<file path="src/rtl/ctrl.sv">
// rtl/ctrl.sv - rysyCore RV32I main decoder with two-cycle LOAD sequencing
module ctrl (
  input  logic       clk,
  input  logic       rst,
  input  logic [4:0] opcode,
  input  logic [2:0] func3,
  input  logic [6:0] func7,
  input  logic       b,
  output logic [2:0] imm_type,
  output logic [1:0] inst_sel,
  output logic       reg_wr,
  output logic [3:0] alu_op,
  output logic [2:0] cmp_op,
  output logic [1:0] pc_sel,
  output logic       mem_sel,
  output logic [1:0] rd_sel,
  output logic       alu1_sel,
  output logic       alu2_sel,
  output logic [2:0] sel_type,
  output logic       we
);

  localparam logic [4:0] OPC_LOAD   = 5'b00000;
  localparam logic [4:0] OPC_OP_IMM = 5'b00100;
  localparam logic [4:0] OPC_AUIPC  = 5'b00101;
  localparam logic [4:0] OPC_STORE  = 5'b01000;
  localparam logic [4:0] OPC_OP     = 5'b01100;
  localparam logic [4:0] OPC_LUI    = 5'b01101;
  localparam logic [4:0] OPC_BRANCH = 5'b11000;
  localparam logic [4:0] OPC_JALR   = 5'b11001;
  localparam logic [4:0] OPC_JAL    = 5'b11011;

  localparam logic [3:0] ALU_ADD  = 4'b0000;
  localparam logic [3:0] ALU_SUB  = 4'b0001;
  localparam logic [3:0] ALU_XOR  = 4'b0010;
  localparam logic [3:0] ALU_OR   = 4'b0011;
  localparam logic [3:0] ALU_AND  = 4'b0100;
  localparam logic [3:0] ALU_SLL  = 4'b0101;
  localparam logic [3:0] ALU_SRL  = 4'b0110;
  localparam logic [3:0] ALU_SRA  = 4'b0111;
  localparam logic [3:0] ALU_SLT  = 4'b1000;
  localparam logic [3:0] ALU_SLTU = 4'b1001;

  localparam logic [6:0] F7_ALT = 7'b0100000;

  logic load_phase_q;
  logic load_phase_d;
  logic is_load;
  logic is_store;
  logic is_op;
  logic is_op_imm;
  logic is_branch;
  logic is_jal;
  logic is_jalr;
  logic taken;
  logic load_wait;

  assign is_load   = (opcode == OPC_LOAD);
  assign is_store  = (opcode == OPC_STORE);
  assign is_op     = (opcode == OPC_OP);
  assign is_op_imm = (opcode == OPC_OP_IMM);
  assign is_branch = (opcode == OPC_BRANCH);
  assign is_jal    = (opcode == OPC_JAL);
  assign is_jalr   = (opcode == OPC_JALR);
  assign taken     = is_branch && b;
  // First LOAD cycle: the bus is lent to the data access, so fetch stalls.
  assign load_wait = is_load && !load_phase_q;

  // A LOAD always advances to phase 1; anything else (including phase 1) returns to 0.
  always_comb begin
    load_phase_d = load_wait;
  end

  // The only state in the controller: which half of a LOAD we are in.
  always_ff @(posedge clk or negedge rst) begin
    if (!rst) begin
      load_phase_q <= 1'b0;
    end else begin
      load_phase_q <= load_phase_d;
    end
  end

  // ALU operation: func3/func7 decode for arithmetic opcodes, ADD for address math.
  always_comb begin
    alu_op = ALU_ADD;
    if (is_op || is_op_imm) begin
      case (func3)
        3'b000:  alu_op = (is_op && func7 == F7_ALT) ? ALU_SUB : ALU_ADD;
        3'b001:  alu_op = ALU_SLL;
        3'b010:  alu_op = ALU_SLT;
        3'b011:  alu_op = ALU_SLTU;
        3'b100:  alu_op = ALU_XOR;
        3'b101:  alu_op = (func7 == F7_ALT) ? ALU_SRA : ALU_SRL;
        3'b110:  alu_op = ALU_OR;
        default: alu_op = ALU_AND;
      endcase
    end
  end

  // Datapath selects; reset only silences the state-changing controls.
  always_comb begin
    imm_type = 3'b000;
    rd_sel   = 2'b10;
    reg_wr   = 1'b0;
    case (opcode)
      OPC_LUI:    begin imm_type = 3'b001; rd_sel = 2'b00; reg_wr = 1'b1; end
      OPC_AUIPC:  begin imm_type = 3'b001; reg_wr = 1'b1; end
      OPC_JAL:    begin imm_type = 3'b010; rd_sel = 2'b01; reg_wr = 1'b1; end
      OPC_JALR:   begin imm_type = 3'b100; rd_sel = 2'b01; reg_wr = 1'b1; end
      OPC_STORE:  imm_type = 3'b011;
      OPC_OP_IMM: begin imm_type = 3'b100; reg_wr = 1'b1; end
      OPC_OP:     reg_wr = 1'b1;
      OPC_LOAD:   begin imm_type = 3'b100; rd_sel = 2'b11; reg_wr = load_phase_q; end
      OPC_BRANCH: imm_type = 3'b101;
      default:    ;
    endcase

    alu1_sel = is_jal || (opcode == OPC_AUIPC) || is_branch;
    alu2_sel = !is_op;
    cmp_op   = is_branch ? func3 : 3'b010;
    sel_type = (is_load || is_store) ? func3 : 3'b010;
    mem_sel  = is_store || load_wait;
    we       = is_store;

    if (load_wait)          pc_sel = 2'b11;
    else if (is_jalr)       pc_sel = 2'b10;
    else if (is_jal || taken) pc_sel = 2'b01;
    else                    pc_sel = 2'b00;

    if (load_wait)                     inst_sel = 2'b10;
    else if (is_jal || is_jalr || taken) inst_sel = 2'b01;
    else                               inst_sel = 2'b00;

    if (!rst) begin
      reg_wr   = 1'b0;
      we       = 1'b0;
      pc_sel   = 2'b00;
      inst_sel = 2'b01;
    end
  end

endmodule

</file>
<file path="config.mk">
export PLATFORM = sky130hd
export DESIGN_NAME = ctrl
export DESIGN_NICKNAME = d
export VERILOG_FILES = /design/src/rtl/ctrl.sv
export SDC_FILE = /design/constraint.sdc
export NUM_CORES = 1
export LEC_CHECK = 0
export ABC_AREA = 1
export ABC_CLOCK_PERIOD_IN_PS = 1200
export CAP_MARGIN = 10
export CELL_PAD_IN_SITES_DETAIL_PLACEMENT = 0
export CELL_PAD_IN_SITES_GLOBAL_PLACEMENT = 1
export CORE_UTILIZATION = 16
export CTS_BUF_LIST = sky130_fd_sc_hd__clkbuf_2
export DETAILED_ROUTE_END_ITERATION = 8
export PLACE_DENSITY_LB_ADDON = 0.1
export SETUP_SLACK_MARGIN = 0.5
export SLEW_MARGIN = 10
export SYNTH_ARGS = -nofsm -noshare
export SYNTH_HDL_FRONTEND = slang
export SYNTH_SLANG_ARGS = --single-unit
</file>
<file path="constraint.sdc">
create_clock -name clk -period 1.2 [get_ports clk]
set_input_delay 0.36 -clock clk [delete_from_list [all_inputs] [get_ports clk]]
set_output_delay 0.36 -clock clk [all_outputs]
set_load 0.1 [all_outputs]
</file>
==> reports/metrics.yaml, run 1 <==
critPathMaxStageDelay_ns: 0.23
synth-seq-cells: 1
grt_max_degree: 7
worst_pin_slew_ns: 0.250
status: "finished with violations"
final_area_um2: 2030
synth.top_cell.area_share_pct: 21.8
grt_overflow: 0
synth.distinct_cells: 18
start_kind: "primary input"
synth_nets: 108
largest_register_ffs: 1
grt_use_total_pct: 17.0
hold_violations: 0
placed_cell_area_um2: 1690
post-route-util_pct: 79.2
slew_violations: 0
maxSlewHeadroom_pct: 83.3
n_antenna_cell: 0
grt_pass1_wl_mm: 3.73
p_sw_uw: 375
die-area_um2: 3020
rows: 18
ios: 42
yosysMostFrequentCell: "nand2_1"
core-area_um2: 2570
hp-class: "in2async"
die_h_um: 54.9
fin_worst_skew_ns: 0
fin_cells: 211
vdd_drop_max_v: 0.000268
power-per-cell-area_nw_per_um2: 337
syn_inst: 90
ys_dominant_reg_cell: "dfrtp_1"
cp_common_cell: "nand2_4"
regMostFlops: "load_phase_q"
crit_chain: "buf_6 -> buf_8 -> inv_12 -> nand2_4 -> nor2_4 -> buf_4 -> a21oi_2 -> nand2_4 -> nand2_8 -> buf_12"
drt_iter0_markers: 2
seq_area_frac_synth_pct: 5.59
setup_slack_ns: -0.585
synthTopCellsByArea: "nand2_1 (22%), nor2_1 (14%), inv_1 (13%)"
synth-edff-count: 0
drive_above_1_share_pct: 79.0
totalWireLength_mm: 2.78
initial_core_util_pct: 17.4
setup_viol: 24
gp_congestion: 0.820
path_delay_family: "buffers and inverters"
p_seq_share_pct: 5.2
synth_area_leader_cell: "nand2_1"
p_comb_share_pct: 94.8
syn_to_final_growth_pct: 354
crit_slowest_cell: "a21oi_2"
filler_cell_count: 162
period_needed_ns: 1.79
synth_common_cells: "nand2_1 (26), nor2_1 (17), inv_1 (16), nand3_1 (8), inv_2 (4)"
failed_checks: "setup timing"
crit_arrival_ns: 1.43
fmax_ghz: 0.560
timing.final.crit_share_pct: 149
cp.buffers_inverters: 5
p_clk_share_pct: 0
seq_area_um2: 25.0
avgRoutedWirePerCell_um: 13.2
ant_nets: 0
crit_type: "in2out"
io_buffers: 41
avgSynthCellArea_um2: 4.98
grt_pass1_vias: 848
internal_power_uw: 311
clkTransAtPathRegs_ns: 0
synth_area_um2: 448
yosys_warnings: 0
cp_max_fo: 6
dr.pass1.iters: 3
rsz0062_at_grt: "true"
drt-vias-per-instance: 4.35
p_sw_share_pct: 54.7
p_leak_nw: 0.925
clkLatencyLatePin_ns: 0
async_flop_share_pct: 100
post-dp-hpwl_mm: 1.83
drc: 0
nets: 201
vias: 917
cp_data_required_time_ns: 0.84
multiInputGateArea_um2: 767
die_x_um: 54.9
top_regs: "load_phase_q: 1 flops"
antenna_found_initial: 0
cap_violations: 0
dp_cells: 194
crit_path_end_kind: "output pin"
-- cell type report --
| class | count | area share [%] |
|---|---|---|
| well taps | 30 | 1.85 |
| inverters | 21 | 5.04 |
| multi-input cells | 68 | 37.7 |
| flip-flops and latches | 1 | 1.23 |
| repair buffers | 91 | 54.2 |
-- metrics by stage --
step | hold WS (ns) | setup WS, ns | TNS [ns] | total power [mW]
final | 0.472 | -0.585 | -12.00 | 0.686
after global placement | 0.504 | -0.936 | -21.10 | 0.586
after global routing | 0.519 | -0.607 | -13.06 | 0.714
after floorplan | 0.0644 | -0.808 | -11.61 | 0.321
after CTS | 0.481 | -0.555 | -11.70 | 0.649
after detailed placement | 0.503 | -0.976 | -21.61 | 0.593
-- power groups by stage --
stage / sequential (mW) / clock, mW / combinational, mW
finish: 0.0356 / 0 / 0.650
global route: 0.0357 / 0 / 0.678
CTS: 0.0356 / 0 / 0.613
detailed placement: 0.0356 / 0 / 0.558
global placement: 0.0356 / 0 / 0.550
floorplan: 0.0358 / 0 / 0.285
-- repair_timing --
item / CTS / global route
hold buffers: 0 / 0
setup endpoints to repair: 26 / 25
pin swaps: 29 / 14
gates resized for setup: 82 / 18
buffers inserted: 12 / 5
-- logic make-up (layout without fill, tap and decap cells) --
family	after synthesis	in the layout	share of synthesized area, %
AND/OR/NAND/NOR	61	61	67.0
buffers and inverters	21	112	17.6
AO/OA/AOI/OAI	6	6	7.82
XOR/XNOR	1	1	1.96
flip-flops	1	1	5.59
-- per-layer routing --
layer,GRT usage [%],up-vias,share of wire (%)
met1,22.0,426,37
met5,0,-,0
met4,2.50,0,4.1
met2,31.1,28,55
met3,1.09,8,4.5
li1,-,455,-
-- final timing paths --
kind | to | slack (ns) | cells past startpoint | start
worst max-delay path | pc_sel[0] | -0.59 | 10 | opcode[2]
worst min-delay path | load_phase_q$_DFF_PN0_ | 0.47 | 2 | rst
worst max register to register | load_phase_q$_DFF_PN0_ | 0.52 | 1 | load_phase_q$_DFF_PN0_
worst min register to register | load_phase_q$_DFF_PN0_ | 0.53 | 1 | load_phase_q$_DFF_PN0_
max in group asynchronous | load_phase_q$_DFF_PN0_ | 0.65 | 2 | rst
min in group clk | load_phase_q$_DFF_PN0_ | 0.53 | 1 | load_phase_q$_DFF_PN0_
-- placed cells by master (no fill, tap or decap) --
cell,n
clkinvlp_4,1
nor3_4,1
clkdlybuf4s15_1,1
xnor2_1,1
inv_2,5
nand2_8,8
nand2_2,6
nor2_1,3
buf_4,29
nor2_4,14
inv_12,1
buf_12,25
o21ai_0,1
buf_8,2
nand3_1,1
nand3_4,7
buf_6,21
dfrtp_1,1
nand3_2,4
nand2_1,6
buf_2,2
a211oi_4,2
inv_1,12
nand2_4,6
inv_4,1
clkdlybuf4s50_1,1
nand4_1,1
inv_6,1
a21oi_2,1
nor2_2,4
o21ai_4,2
dlygate4sd2_1,10
Note: power is estimated with default switching activity, not from simulation.
==> inputs of run 2 (changes only) <==
--- a/config.mk
+++ b/config.mk
@@ -10,11 +10,13 @@
 export CAP_MARGIN = 10
 export CELL_PAD_IN_SITES_DETAIL_PLACEMENT = 0
 export CELL_PAD_IN_SITES_GLOBAL_PLACEMENT = 1
+export CORE_MARGIN = 1.5
 export CORE_UTILIZATION = 16
 export CTS_BUF_LIST = sky130_fd_sc_hd__clkbuf_2
 export DETAILED_ROUTE_END_ITERATION = 8
 export PLACE_DENSITY_LB_ADDON = 0.1
 export SETUP_SLACK_MARGIN = 0.5
+export SKIP_CTS_REPAIR_TIMING = 1
 export SLEW_MARGIN = 10
 export SYNTH_ARGS = -nofsm -noshare
 export SYNTH_HDL_FRONTEND = slang
==> run 2 against run 1 <==
  * The run still ends with setup timing left
  * Worst hold slack lost 0.071 ns
  * Setup slack gained 0.024 ns
  * Final area shrank 4.7%
  * Die area grew 3.7%
  * Flip-flop and latch count is the same
  * Critical endpoint unchanged
  * Largest cell class unchanged
==> reports/metrics.yaml, run 2 (synthesis gave the netlist of run 1 again) <==
multiInputGateArea_um2: 722  # was 767 um^2
p_comb_share_pct: 94.5  # was 94.8%
maxSlewHeadroom_pct: 82.5  # was 83.3%
grt_pass1_wl_mm: 3.39  # was 3.73 mm
r2r_start: "load_phase_q$_DFF_PN0_"  # unchanged
die-area_um2: 3130  # was 3020 um^2
rows: 19  # was 18
start_kind: "primary input"  # unchanged
fin_worst_skew_ns: 0  # unchanged
filler_cell_count: 209  # was 162
period_needed_ns: 1.76  # was 1.79 ns
setup_viol: 24  # unchanged
top_regs: "load_phase_q: 1 flops"  # unchanged
timing.final.crit_share_pct: 147  # was 149%
internal_power_uw: 298  # was 311 uW
post-route-util_pct: 71.6  # was 79.2%
grt_use_total_pct: 12.9  # was 17.0%
vdd_drop_max_v: 0.000296  # was 0.000268 V
r2r_cells: 2  # was 1
n_antenna_cell: 0  # unchanged
initial_core_util_pct: 16.5  # was 17.4%
p_sw_uw: 352  # was 375 uW
totalNegativeSetupSlack_ns: -11.81  # was -12.00 ns
dp_cells: 194  # unchanged
setup_slack_ns: -0.561  # was -0.585 ns
dr.pass1.iters: 3  # unchanged
antenna_found_initial: 0  # unchanged
reg2reg_to: "load_phase_q$_DFF_PN0_"  # unchanged
crit_arrival_ns: 1.40  # was 1.43 ns
clkLatencyLatePin_ns: 0  # about the same
ios: 42  # unchanged
crit_path_end_kind: "output pin"  # unchanged
clkTransAtPathRegs_ns: 0  # about the same
fin_cells: 203  # was 211
grt_pass1_vias: 778  # was 848
hold_violations: 0  # unchanged
p_seq_share_pct: 5.5  # was 5.2%
drc: 0  # unchanged
post-dp-hpwl_mm: 1.75  # was 1.83 mm
grt_overflow: 0  # unchanged
cap_violations: 0  # unchanged
worst_pin_slew_ns: 0.261  # was 0.250 ns
totalWireLength_mm: 2.39  # was 2.78 mm
drive_above_1_share_pct: 72.7  # was 79.0%
p_sw_share_pct: 54.2  # was 54.7%
regMostFlops: "load_phase_q"  # unchanged
final_common_cell: "buf_4"  # unchanged
status: "finished with violations"  # unchanged
drt_iter0_markers: 8  # was 2
placed_cell_area_um2: 1690  # about the same
hp-class: "in2async"  # unchanged
power-per-cell-area_nw_per_um2: 335  # was 337 nW/um^2
cp_max_fo: 6  # unchanged
io_buffers: 41  # unchanged
slew_violations: 0  # unchanged
final_cell_mix: "buf_4 (31), buf_12 (27), nor2_4 (14), inv_1 (14), dlymetal6s2s_1 (11)"  # was buf_4 (29), buf_12 (25), buf_6 (21)
p_leak_nw: 0.946  # was 0.925 nW
rsz0062_at_grt: "true"  # unchanged
cp_data_required_time_ns: 0.84  # about the same
final_area_um2: 1940  # was 2030 um^2
p_clk_share_pct: 0  # about the same
grt_max_degree: 8  # was 7
failed_checks: "setup timing"  # unchanged
drt-vias-per-instance: 4.30  # was 4.35
core-area_um2: 2710  # was 2570 um^2
rrSetupSlack_ns: 0.49  # was 0.52 ns
vias: 873  # was 917
largest_register_ffs: 1  # unchanged
avgRoutedWirePerCell_um: 11.8  # was 13.2 um
ant_nets: 0  # unchanged
crit_type: "in2out"  # unchanged
nets: 192  # was 201
die_x_um: 55.9  # was 54.9 um
die_h_um: 55.9  # was 54.9 um
seq_area_um2: 25.0  # unchanged
fmax_ghz: 0.568  # was 0.560 GHz
syn_to_final_growth_pct: 333  # was 354%
gp_congestion: 0.720  # was 0.820
-- run 2: cell types whose count changed in the layout (fill, tap and decap cells not counted), moves of 2 or more --
| cell | delta |
|---|---|
| nand2_2 | -2 |
| dlymetal6s2s_1 | +11 |
| inv_1 | +2 |
| buf_4 | +2 |
| buf_6 | -11 |
| buf_12 | +2 |
| nand2_8 | -2 |
| nand2_1 | +4 |
| inv_2 | -2 |
| buf_2 | -2 |
| dlygate4sd2_1 | -10 |
-- run 2: critical path: stages --
cell     delay, ns
buf_6         0.10
buf_12        0.13
inv_12        0.05
nand2_4       0.05
nor2_4        0.19
nand3_2       0.12
nand2_2       0.10
nand2_4       0.08
nand2_8       0.06
buf_12        0.16
-- run 2: cell type report --
type | instances | share of cell area [%]
Inverter | 21 | 5.16
Multi-Input combinational cell | 68 | 37.2
Sequential cell | 1 | 1.29
Tap cell | 31 | 2.00
Timing Repair Buffer | 82 | 54.3
-- run 2: worst max path at each step --
stage / from / to / slack [ns] / cells after the start
2_1_floorplan: opcode[0] / alu_op[0] / -0.81 / 5
3_3_place_gp: opcode[0] / alu_op[0] / -0.97 / 8
3_5_place_dp: opcode[0] / alu_op[1] / -0.99 / 5
4_1_cts: opcode[0] / alu_op[1] / -1.00 / 5
5_1_grt: opcode[2] / reg_wr / -0.62 / 8
6_report: opcode[2] / pc_sel[0] / -0.56 / 10
-- run 2: power by group through the flow --
stage	Sequential (mW)	Clock (mW)	Combinational, mW
6_report	0.0356	0	0.615
5_1_grt	0.0357	0	0.642
4_1_cts	0.0356	0	0.555
3_5_place_dp	0.0355	0	0.554
3_3_place_gp	0.0356	0	0.548
2_1_floorplan	0.0358	0	0.285
-- run 2: stage by stage --
| stage | setup slack [ns] | hold slack [ns] | power (mW) |
|---|---|---|---|
| 2_1_floorplan | -0.808 | 0.0644 | 0.321 |
| 3_3_place_gp | -0.967 | 0.507 | 0.584 |
| 3_5_place_dp | -0.994 | 0.498 | 0.589 |
| 4_1_cts | -1.00 | 0.506 | 0.590 |
| 5_1_grt | -0.618 | 0.434 | 0.678 |
| 6_report | -0.561 | 0.401 | 0.650 |
-- run 2: layer usage --
layer | track usage [%] | part of all wire (%)
met3 | 1.40 | 3.4
met2 | 24.1 | 59
met4 | 0.340 | 0
met5 | 0 | 0
met1 | 16.8 | 37
